==> config.mk <==
export PLATFORM = sky130hd
export DESIGN_NAME = bmem_arbiter
export DESIGN_NICKNAME = d
export VERILOG_FILES = /design/src/rtl/bmem_arbiter.sv
export SDC_FILE = /design/constraint.sdc
export NUM_CORES = 2
export LEC_CHECK = 0
export BUFFER_PORTS_ARGS = -buffer_cell sky130_fd_sc_hd__buf_2
export CAP_MARGIN = 5
export CORE_AREA = 10 10 389 391
export DETAILED_ROUTE_END_ITERATION = 12
export DIE_AREA = 0 0 399 401
export PLACE_DENSITY = 0.52
export SYNTH_ARGS = -nofsm -noshare
export SYNTH_HDL_FRONTEND = slang
export SYNTH_SLANG_ARGS = --single-unit
==> constraint.sdc <==
create_clock -name clk -period 6.8 [get_ports clk]
set_clock_uncertainty 0.05 [all_clocks]
set_input_delay 1.02 -clock clk [delete_from_list [all_inputs] [get_ports clk]]
set_output_delay 1.02 -clock clk [all_outputs]
set_load 0.02 [all_outputs]
==> src/rtl/bmem_arbiter.sv <==
// Round-robin arbiter between icache and dcache for a single burst memory port.
// Collects read beats into a full line and sends dcache writebacks as beat bursts.
module bmem_arbiter #(
    parameter int BURST_LEN  = 4,
    parameter int DATA_WIDTH = 64
) (
    input  logic                            clk,
    input  logic                            rst,
    input  logic [31:0]                     i_addr,
    input  logic                            i_read,
    output logic [BURST_LEN*DATA_WIDTH-1:0] i_rdata,
    output logic                            i_resp,
    input  logic [31:0]                     d_addr,
    input  logic                            d_read,
    input  logic                            d_write,
    input  logic [BURST_LEN*DATA_WIDTH-1:0] d_wdata,
    output logic [BURST_LEN*DATA_WIDTH-1:0] d_rdata,
    output logic                            d_resp,
    output logic [31:0]                     bmem_addr,
    output logic                            bmem_read,
    output logic                            bmem_write,
    output logic [DATA_WIDTH-1:0]           bmem_wdata,
    input  logic                            bmem_ready,
    input  logic [31:0]                     bmem_raddr,
    input  logic [DATA_WIDTH-1:0]           bmem_rdata,
    input  logic                            bmem_rvalid
);
    localparam int LW = BURST_LEN * DATA_WIDTH;
    localparam int CW = (BURST_LEN > 1) ? $clog2(BURST_LEN) : 1;
    localparam logic [CW-1:0] LAST_BEAT = CW'(BURST_LEN - 1);
    localparam logic [31:0]   ADDR_MASK = ~32'(LW / 8 - 1);

    typedef enum logic [2:0] {IDLE, RD_REQ, RD_WAIT, WR, DONE} state_t;

    state_t          state_reg, state_next;
    logic            owner_reg;       // 1 = dcache, 0 = icache
    logic            last_grant_reg;  // same encoding as owner_reg
    logic [31:0]     addr_reg;
    logic [LW-1:0]   wdata_reg;
    logic [LW-1:0]   line_reg;
    logic [LW-1:0]   line_next;
    logic [LW-1:0]   i_rdata_reg;
    logic [LW-1:0]   d_rdata_reg;
    logic [CW-1:0]   beat_cnt_reg;
    logic            dreq, grant, win_d, beat_ok, last_beat;
    logic [DATA_WIDTH-1:0] wbeat [BURST_LEN];

    assign dreq      = d_read | d_write;
    assign grant     = i_read | dreq;
    // On a tie the requester that did not win last time takes the port.
    assign win_d     = dreq & (~i_read | ~last_grant_reg);
    assign beat_ok   = bmem_rvalid && (bmem_raddr == addr_reg);
    assign last_beat = (beat_cnt_reg == LAST_BEAT);

    genvar gi;
    generate
        for (gi = 0; gi < BURST_LEN; gi++) begin : g_beat
            assign wbeat[gi] = wdata_reg[gi*DATA_WIDTH +: DATA_WIDTH];
            assign line_next[gi*DATA_WIDTH +: DATA_WIDTH] =
                (beat_cnt_reg == CW'(gi)) ? bmem_rdata : line_reg[gi*DATA_WIDTH +: DATA_WIDTH];
        end
    endgenerate

    always_ff @(posedge clk) begin
        if (rst) state_reg <= IDLE;
        else     state_reg <= state_next;
    end

    always_comb begin
        state_next = state_reg;
        case (state_reg)
            IDLE:    if (grant) state_next = (win_d && d_write) ? WR : RD_REQ;
            RD_REQ:  if (bmem_ready) state_next = RD_WAIT;
            RD_WAIT: if (beat_ok && last_beat) state_next = DONE;
            WR:      if (bmem_ready && last_beat) state_next = DONE;
            DONE:    state_next = IDLE;
            default: state_next = IDLE;
        endcase
    end

    always_comb begin
        bmem_read  = 1'b0;
        bmem_write = 1'b0;
        bmem_addr  = '0;
        bmem_wdata = '0;
        i_resp     = 1'b0;
        d_resp     = 1'b0;
        case (state_reg)
            RD_REQ: begin
                bmem_read = 1'b1;
                bmem_addr = addr_reg;
            end
            WR: begin
                bmem_write = 1'b1;
                bmem_addr  = addr_reg;
                bmem_wdata = wbeat[beat_cnt_reg];
            end
            DONE: begin
                i_resp = ~owner_reg;
                d_resp = owner_reg;
            end
            default: ;
        endcase
    end

    always_ff @(posedge clk) begin
        if (rst) begin
            owner_reg      <= 1'b0;
            last_grant_reg <= 1'b1;
            addr_reg       <= '0;
            wdata_reg      <= '0;
            beat_cnt_reg   <= '0;
            line_reg       <= '0;
            i_rdata_reg    <= '0;
            d_rdata_reg    <= '0;
        end else begin
            case (state_reg)
                IDLE: if (grant) begin
                    owner_reg      <= win_d;
                    last_grant_reg <= win_d;
                    addr_reg       <= (win_d ? d_addr : i_addr) & ADDR_MASK;
                    wdata_reg      <= d_wdata;
                    beat_cnt_reg   <= '0;
                end
                RD_WAIT: if (beat_ok) begin
                    line_reg     <= line_next;
                    beat_cnt_reg <= beat_cnt_reg + CW'(1);
                    if (last_beat) begin
                        if (owner_reg) d_rdata_reg <= line_next;
                        else           i_rdata_reg <= line_next;
                    end
                end
                WR: if (bmem_ready) beat_cnt_reg <= beat_cnt_reg + CW'(1);
                default: ;
            endcase
        end
    end

    assign i_rdata = i_rdata_reg;
    assign d_rdata = d_rdata_reg;
endmodule

; ---- Word level (Yosys, flattened, before mapping)
; Index checks and enable logic that the tools add are counted.
[totals]
in_bits = 423
elab_cells = 71
output_inout_bits = 612
ff_bits = 1058
[classes]
addsub = 1
n_reduce_logical = 14
eq_ne = 14
order_cmp = 1
bitwise_logic = 8
n_mux = 24
[ops]
columns = op, count
row1 = $mux W64, 7
row2 = $bmux W64 S2, 1
row3 = $mux W32, 2
row4 = $eq A32 B32 Y1, 1
row5 = $reduce_and A4 Y1, 4
row6 = $mux W3, 4
row7 = $ne A2 B2 Y1 const B, 6
row8 = $pmux W3 S4, 1
row9 = $mux W2, 4
row10 = $eq A3 B2 Y1 const B, 2
row11 = $pmux W2 S3, 1
row12 = $eq A2 B2 Y1 const B, 2
row13 = $logic_and A1 B1 Y1, 4
row14 = $mux W1, 4
row15 = $reduce_and A2 Y1, 2
row16 = $eq A3 B1 Y1 const B, 1
row17 = $eq A3 B3 Y1 const B, 1
row18 = $ge A3 B3 Y1 const B, 1
row19 = $logic_not A3 Y1, 1
row20 = $not A1 Y1, 3
row21 = $not A2 Y3, 1
row22 = $or A1 B1 Y1, 3
row23 = $reduce_bool A3 Y1, 1
row24 = $add A2 B1 Y2 const B, 1
row25 = 4 further kinds, 4

; ---- Logic depth before layout (Yosys ltp)
[logic_depth]
ltp_word = 7
mapped_depth = 11
ltp_nobuf = 7

; ---- Worst setup path after synthesis
; No wires, ideal clock.
[synth_path]
path_type = flip-flop to output port
startpoint = register beat_cnt_reg[0]
endpoint = output bmem_wdata[26]
t_required_ps = 5730
n_path_buf = 3
slack_ps = 3895
path_stages_with_launch = 6
arrival_ps = 1835
path_cell_list = dfxtp_1 -> clkbuf_1 -> buf_2 -> buf_2 -> mux4_2 -> and3_1
[synth_via]
elab_chain_len = 5
[synth_lines]
columns = item, line_no
row1 = from (decl), 44  ; logic [CW-1:0] beat_cnt_reg;
row2 = from (signal assigned), 127  ; beat_cnt_reg <= beat_cnt_reg + CW'(1);
row3 = from (signal assigned), 133  ; WR: if (bmem_ready) beat_cnt_reg <= beat_cnt_reg + CW'(1);
row4 = $not A2 Y3 (not written as such), 96  ; bmem_wdata = wbeat[beat_cnt_reg];
row5 = $bmux W64 S2, 96
row6 = $mux W64 (not written as such) (2 in series), 96
row7 = $mux W64, 88  ; case (state_reg)
row8 = to (decl), 22  ; output logic [DATA_WIDTH-1:0] bmem_wdata,
; No other way between the ends. The select of a mux whose other input is x is not followed.

; ---- Final worst setup path
[layout_path]
startpoint = register beat_cnt_reg[0]
endpoint = output bmem_wdata[30]
; The elaborated chain is that of the path after synthesis.

==> metrics <==
number of input and output port buffers inserted 1019; max-capacitance violation count 0; area of the die 0.160 mm2; cell chain of the critical path buf_4 -> mux4_2 -> and3_1 -> buf_2; DP Cell Count 7336; area added between synthesis and finish 23.7%; synthesized netlist cell count a little under 5000; number of global-route vias before repair around 36000; min cycle time layout 4.55 ns; net switching share of the total power 29.0%; cell with the biggest individual delay on the critical path dfxtp_4; standby leakage power between 20 and 25 nW; CTS Sinks roughly 1000; worst slew margin relative to its limit between 10% and 20%; clock-pin slew on the worst setup and hold paths ~0.060 ns; number of I/O pins 1035; global route overflow 0; cts bufs inserted 116; max-slew violation count 0; Gates resized, CTS repair 0; setup repair after global routing missed its margin no; maximum number of pins on one net before global-route repair approximately 260; Met3 Wirelength 13200 um; Synth cell types 44; clock share of power between 40% and 50%; Rows 139; sort of element at the end of the critical path primary output; setup fix buffers added after clock tree synthesis 0; placed wire-length estimate 118000 um; post-layout instance count excluding filler cells ~7600; count of nets after finishing 5978; Post-Syn Area per Cell 8.78 um2; placed instance area between 0.04 and 0.05 mm2; clock network latency to the later pin of the worst-skew pair 0.74 ns; data required time at the worst endpoint 5.73 ns; wire length of the first global-routing pass 249000 um; Critical Setup Path Class reg -> out; area of the core 0.143 mm2; count of routing violations after the opening detailed-route iteration 2717; floorplan die width 399 um; fraction of final layout cells sized beyond drive strength 1 27.8%; sequential fraction of the synthesis area 48.6%; Setup TNS Final 0 ns; post-detailed-route DRC marker count 0; final hold violation count 0; flops & latches, synth 1036; part of the power in registers 42.4%; number of antenna violations at the first check in global routing 49; share of the core filled with cells 36.9%; vias post-DR 37340; final number of setup-violating endpoints 0; max frequency 220 MHz; Internal 11.4 mW; part of the total power dissipated in combinational logic 15.6%; deepest clock path buffer count 3; synthesized area 0.0427 mm2; uppermost routed layer met5; wire per inst about 23 um; die height 401 um; min-delay worst type reg -> reg; final worst-path cycle share 67.0%; remaining antenna violation count 0; WP data arrival 3.48 ns; metal2 WL 81100 um; number of H-tree levels 3; status completed; post-layout instance area 0.0528 mm2; CTS tree built; Max stage delay on crit path 0.83 ns; Starting Density 29.8%; actual slew at the worst max-slew pin 1.29 ns; Max rail drop VDD 0.227 mV; CP startpoint kind register; total wirelength of the detailed-routed design 174000 um; yosys synthesis warning count 0; post-cts hold buffer count 0; net load switching power about 4.7 mW; total global-route track usage just over 20%; routability cong. 0.891; Met1 Wirelength 73600 um; Initial DRT Pass Iterations 5; master cell of the clock root buffer clkbuf_16; via count normalized by instance count 4.94; critical-path maximum fanout 37; power density normalized to cell area approximately 300 mW/mm2
layer usage:
layer / track usage, % / vias up
met5: 0 / -
met1: 25.7 / 17967
li1: - / 17893
met2: 33.2 / 1161
met3: 5.85 / 275
met4: 6.54 / 44
critical path: cells and delay by family, from the launching register on:
kind / cells / cell delay (ns)
flip-flops: 1 / 0.83
buffers and inverters: 2 / 0.92
multiplexers: 1 / 0.71
AND/OR/NAND/NOR: 1 / 0.22
area by class of cell:
class | instances | area [um2]
fillers | 14843 | 90300
flip-flops and latches | 1036 | 20700
multi-input cells | 3326 | 20000
repair buffers | 1064 | 5590
clock buffers | 177 | 3440
well taps | 1903 | 2380
clock inverters | 38 | 676
diodes | 15 | 37.5
inverters | 7 | 26.3
cells in the final DEF (no fill, tap or decap), types with 6 or more instances in the layout:
| cell type | instances |
|---|---|
| buf_12 | 11 |
| a21oi_1 | 496 |
| nand3b_1 | 468 |
| diode_2 | 15 |
| and2_1 | 29 |
| mux2i_1 | 306 |
| nand2_1 | 995 |
| clkbuf_8 | 31 |
| buf_2 | 1018 |
| and3_1 | 67 |
| nand2b_1 | 7 |
| clkbuf_16 | 116 |
| dfxtp_1 | 1033 |
| o21ai_0 | 150 |
| buf_4 | 34 |
| bufinv_16 | 13 |
| clkinv_2 | 13 |
| xnor2_1 | 23 |
| mux4_2 | 64 |
| o21ai_1 | 320 |
| or2_2 | 234 |
| clkbuf_1 | 30 |
| inv_1 | 6 |
| a211oi_1 | 27 |
| nor2_1 | 79 |
| nand4_1 | 13 |
per-stage QoR:
stage / power (mW) / worst slack (ns) / hold slack (ns)
after global placement: 9.42 / 2.23 / 0.386
after detailed placement: 9.45 / 2.22 / 0.392
after global routing: 16.7 / 2.01 / 0.411
final: 16.0 / 2.25 / 0.398
after CTS: 16.2 / 2.08 / 0.390
after floorplan: 8.62 / 3.90 / 0.381
synthesized netlist by cell type (all sizes together):
| cell type | count | area [um2] |
|---|---|---|
| conb | 1 | 3.75 |
| o221ai | 1 | 8.76 |
| a31o | 1 | 8.76 |
| nand2 | 996 | 3740 |
| nor3b | 1 | 12.5 |
| nor2 | 79 | 297 |
| and3 | 67 | 419 |
| a21oi | 496 | 2480 |
| clkbuf | 365 | 1370 |
| nand3 | 2 | 10.0 |
| nor3 | 5 | 36.3 |
| ha | 4 | 50.1 |
| or2 | 234 | 1460 |
| xnor2 | 23 | 201 |
| nor4 | 8 | 62.6 |
| nand3b | 468 | 3510 |
| o21a | 1 | 7.51 |
| nor4b | 1 | 15.0 |
| a221o | 1 | 10.0 |
| nand2b | 8 | 50.1 |
| o31ai | 1 | 7.51 |
| o211ai | 1 | 7.51 |
| buf | 134 | 733 |
| and4 | 4 | 35.0 |
| nor2b | 6 | 37.5 |
| a211oi | 27 | 203 |
| dfxtp | 1036 | 20700 |
| and2 | 29 | 181 |
| a211o | 1 | 8.76 |
| inv | 7 | 26.3 |
| mux2i | 306 | 3060 |
| o2111ai | 1 | 8.76 |
| nand4 | 13 | 81.3 |
| or4 | 2 | 15.0 |
| o21ai | 470 | 2350 |
| mux4 | 64 | 1440 |
cell families (layout without fill, tap and decap cells):
family	count (synthesis)	in the layout	synth area share, %
DFF	1036	1036	48.6
muxes	370	370	10.5
buffers and inverters	506	1286	4.99
xor gates and xnor gates	23	23	0.472
adders and majority gates	4	4	0.117
AOI/OAI and AO/OA	1001	1001	12.0
other	1	20	0.00878
and+or+nand+nor	1923	1923	23.3
power groups by stage:
stage	Clock, mW	Combinational [mW]	Sequential, mW
after floorplan	0	1.83	6.79
after global placement	0	2.50	6.91
after detailed placement	0	2.52	6.93
after CTS	6.89	2.53	6.79
after global routing	7.13	2.76	6.84
final	6.73	2.51	6.79
worst paths after layout:
path,startpoint,to,slack (ns),cells after the start
worst max-delay path,beat_cnt_reg[0],bmem_wdata[30],2.25,4
worst min-delay path,line_reg[29],line_reg[29],0.40,2
worst max register to register,addr_reg[12],d_rdata[54],2.93,7
worst min register to register,line_reg[29],line_reg[29],0.40,2
(Power assumes the default switching activity.)
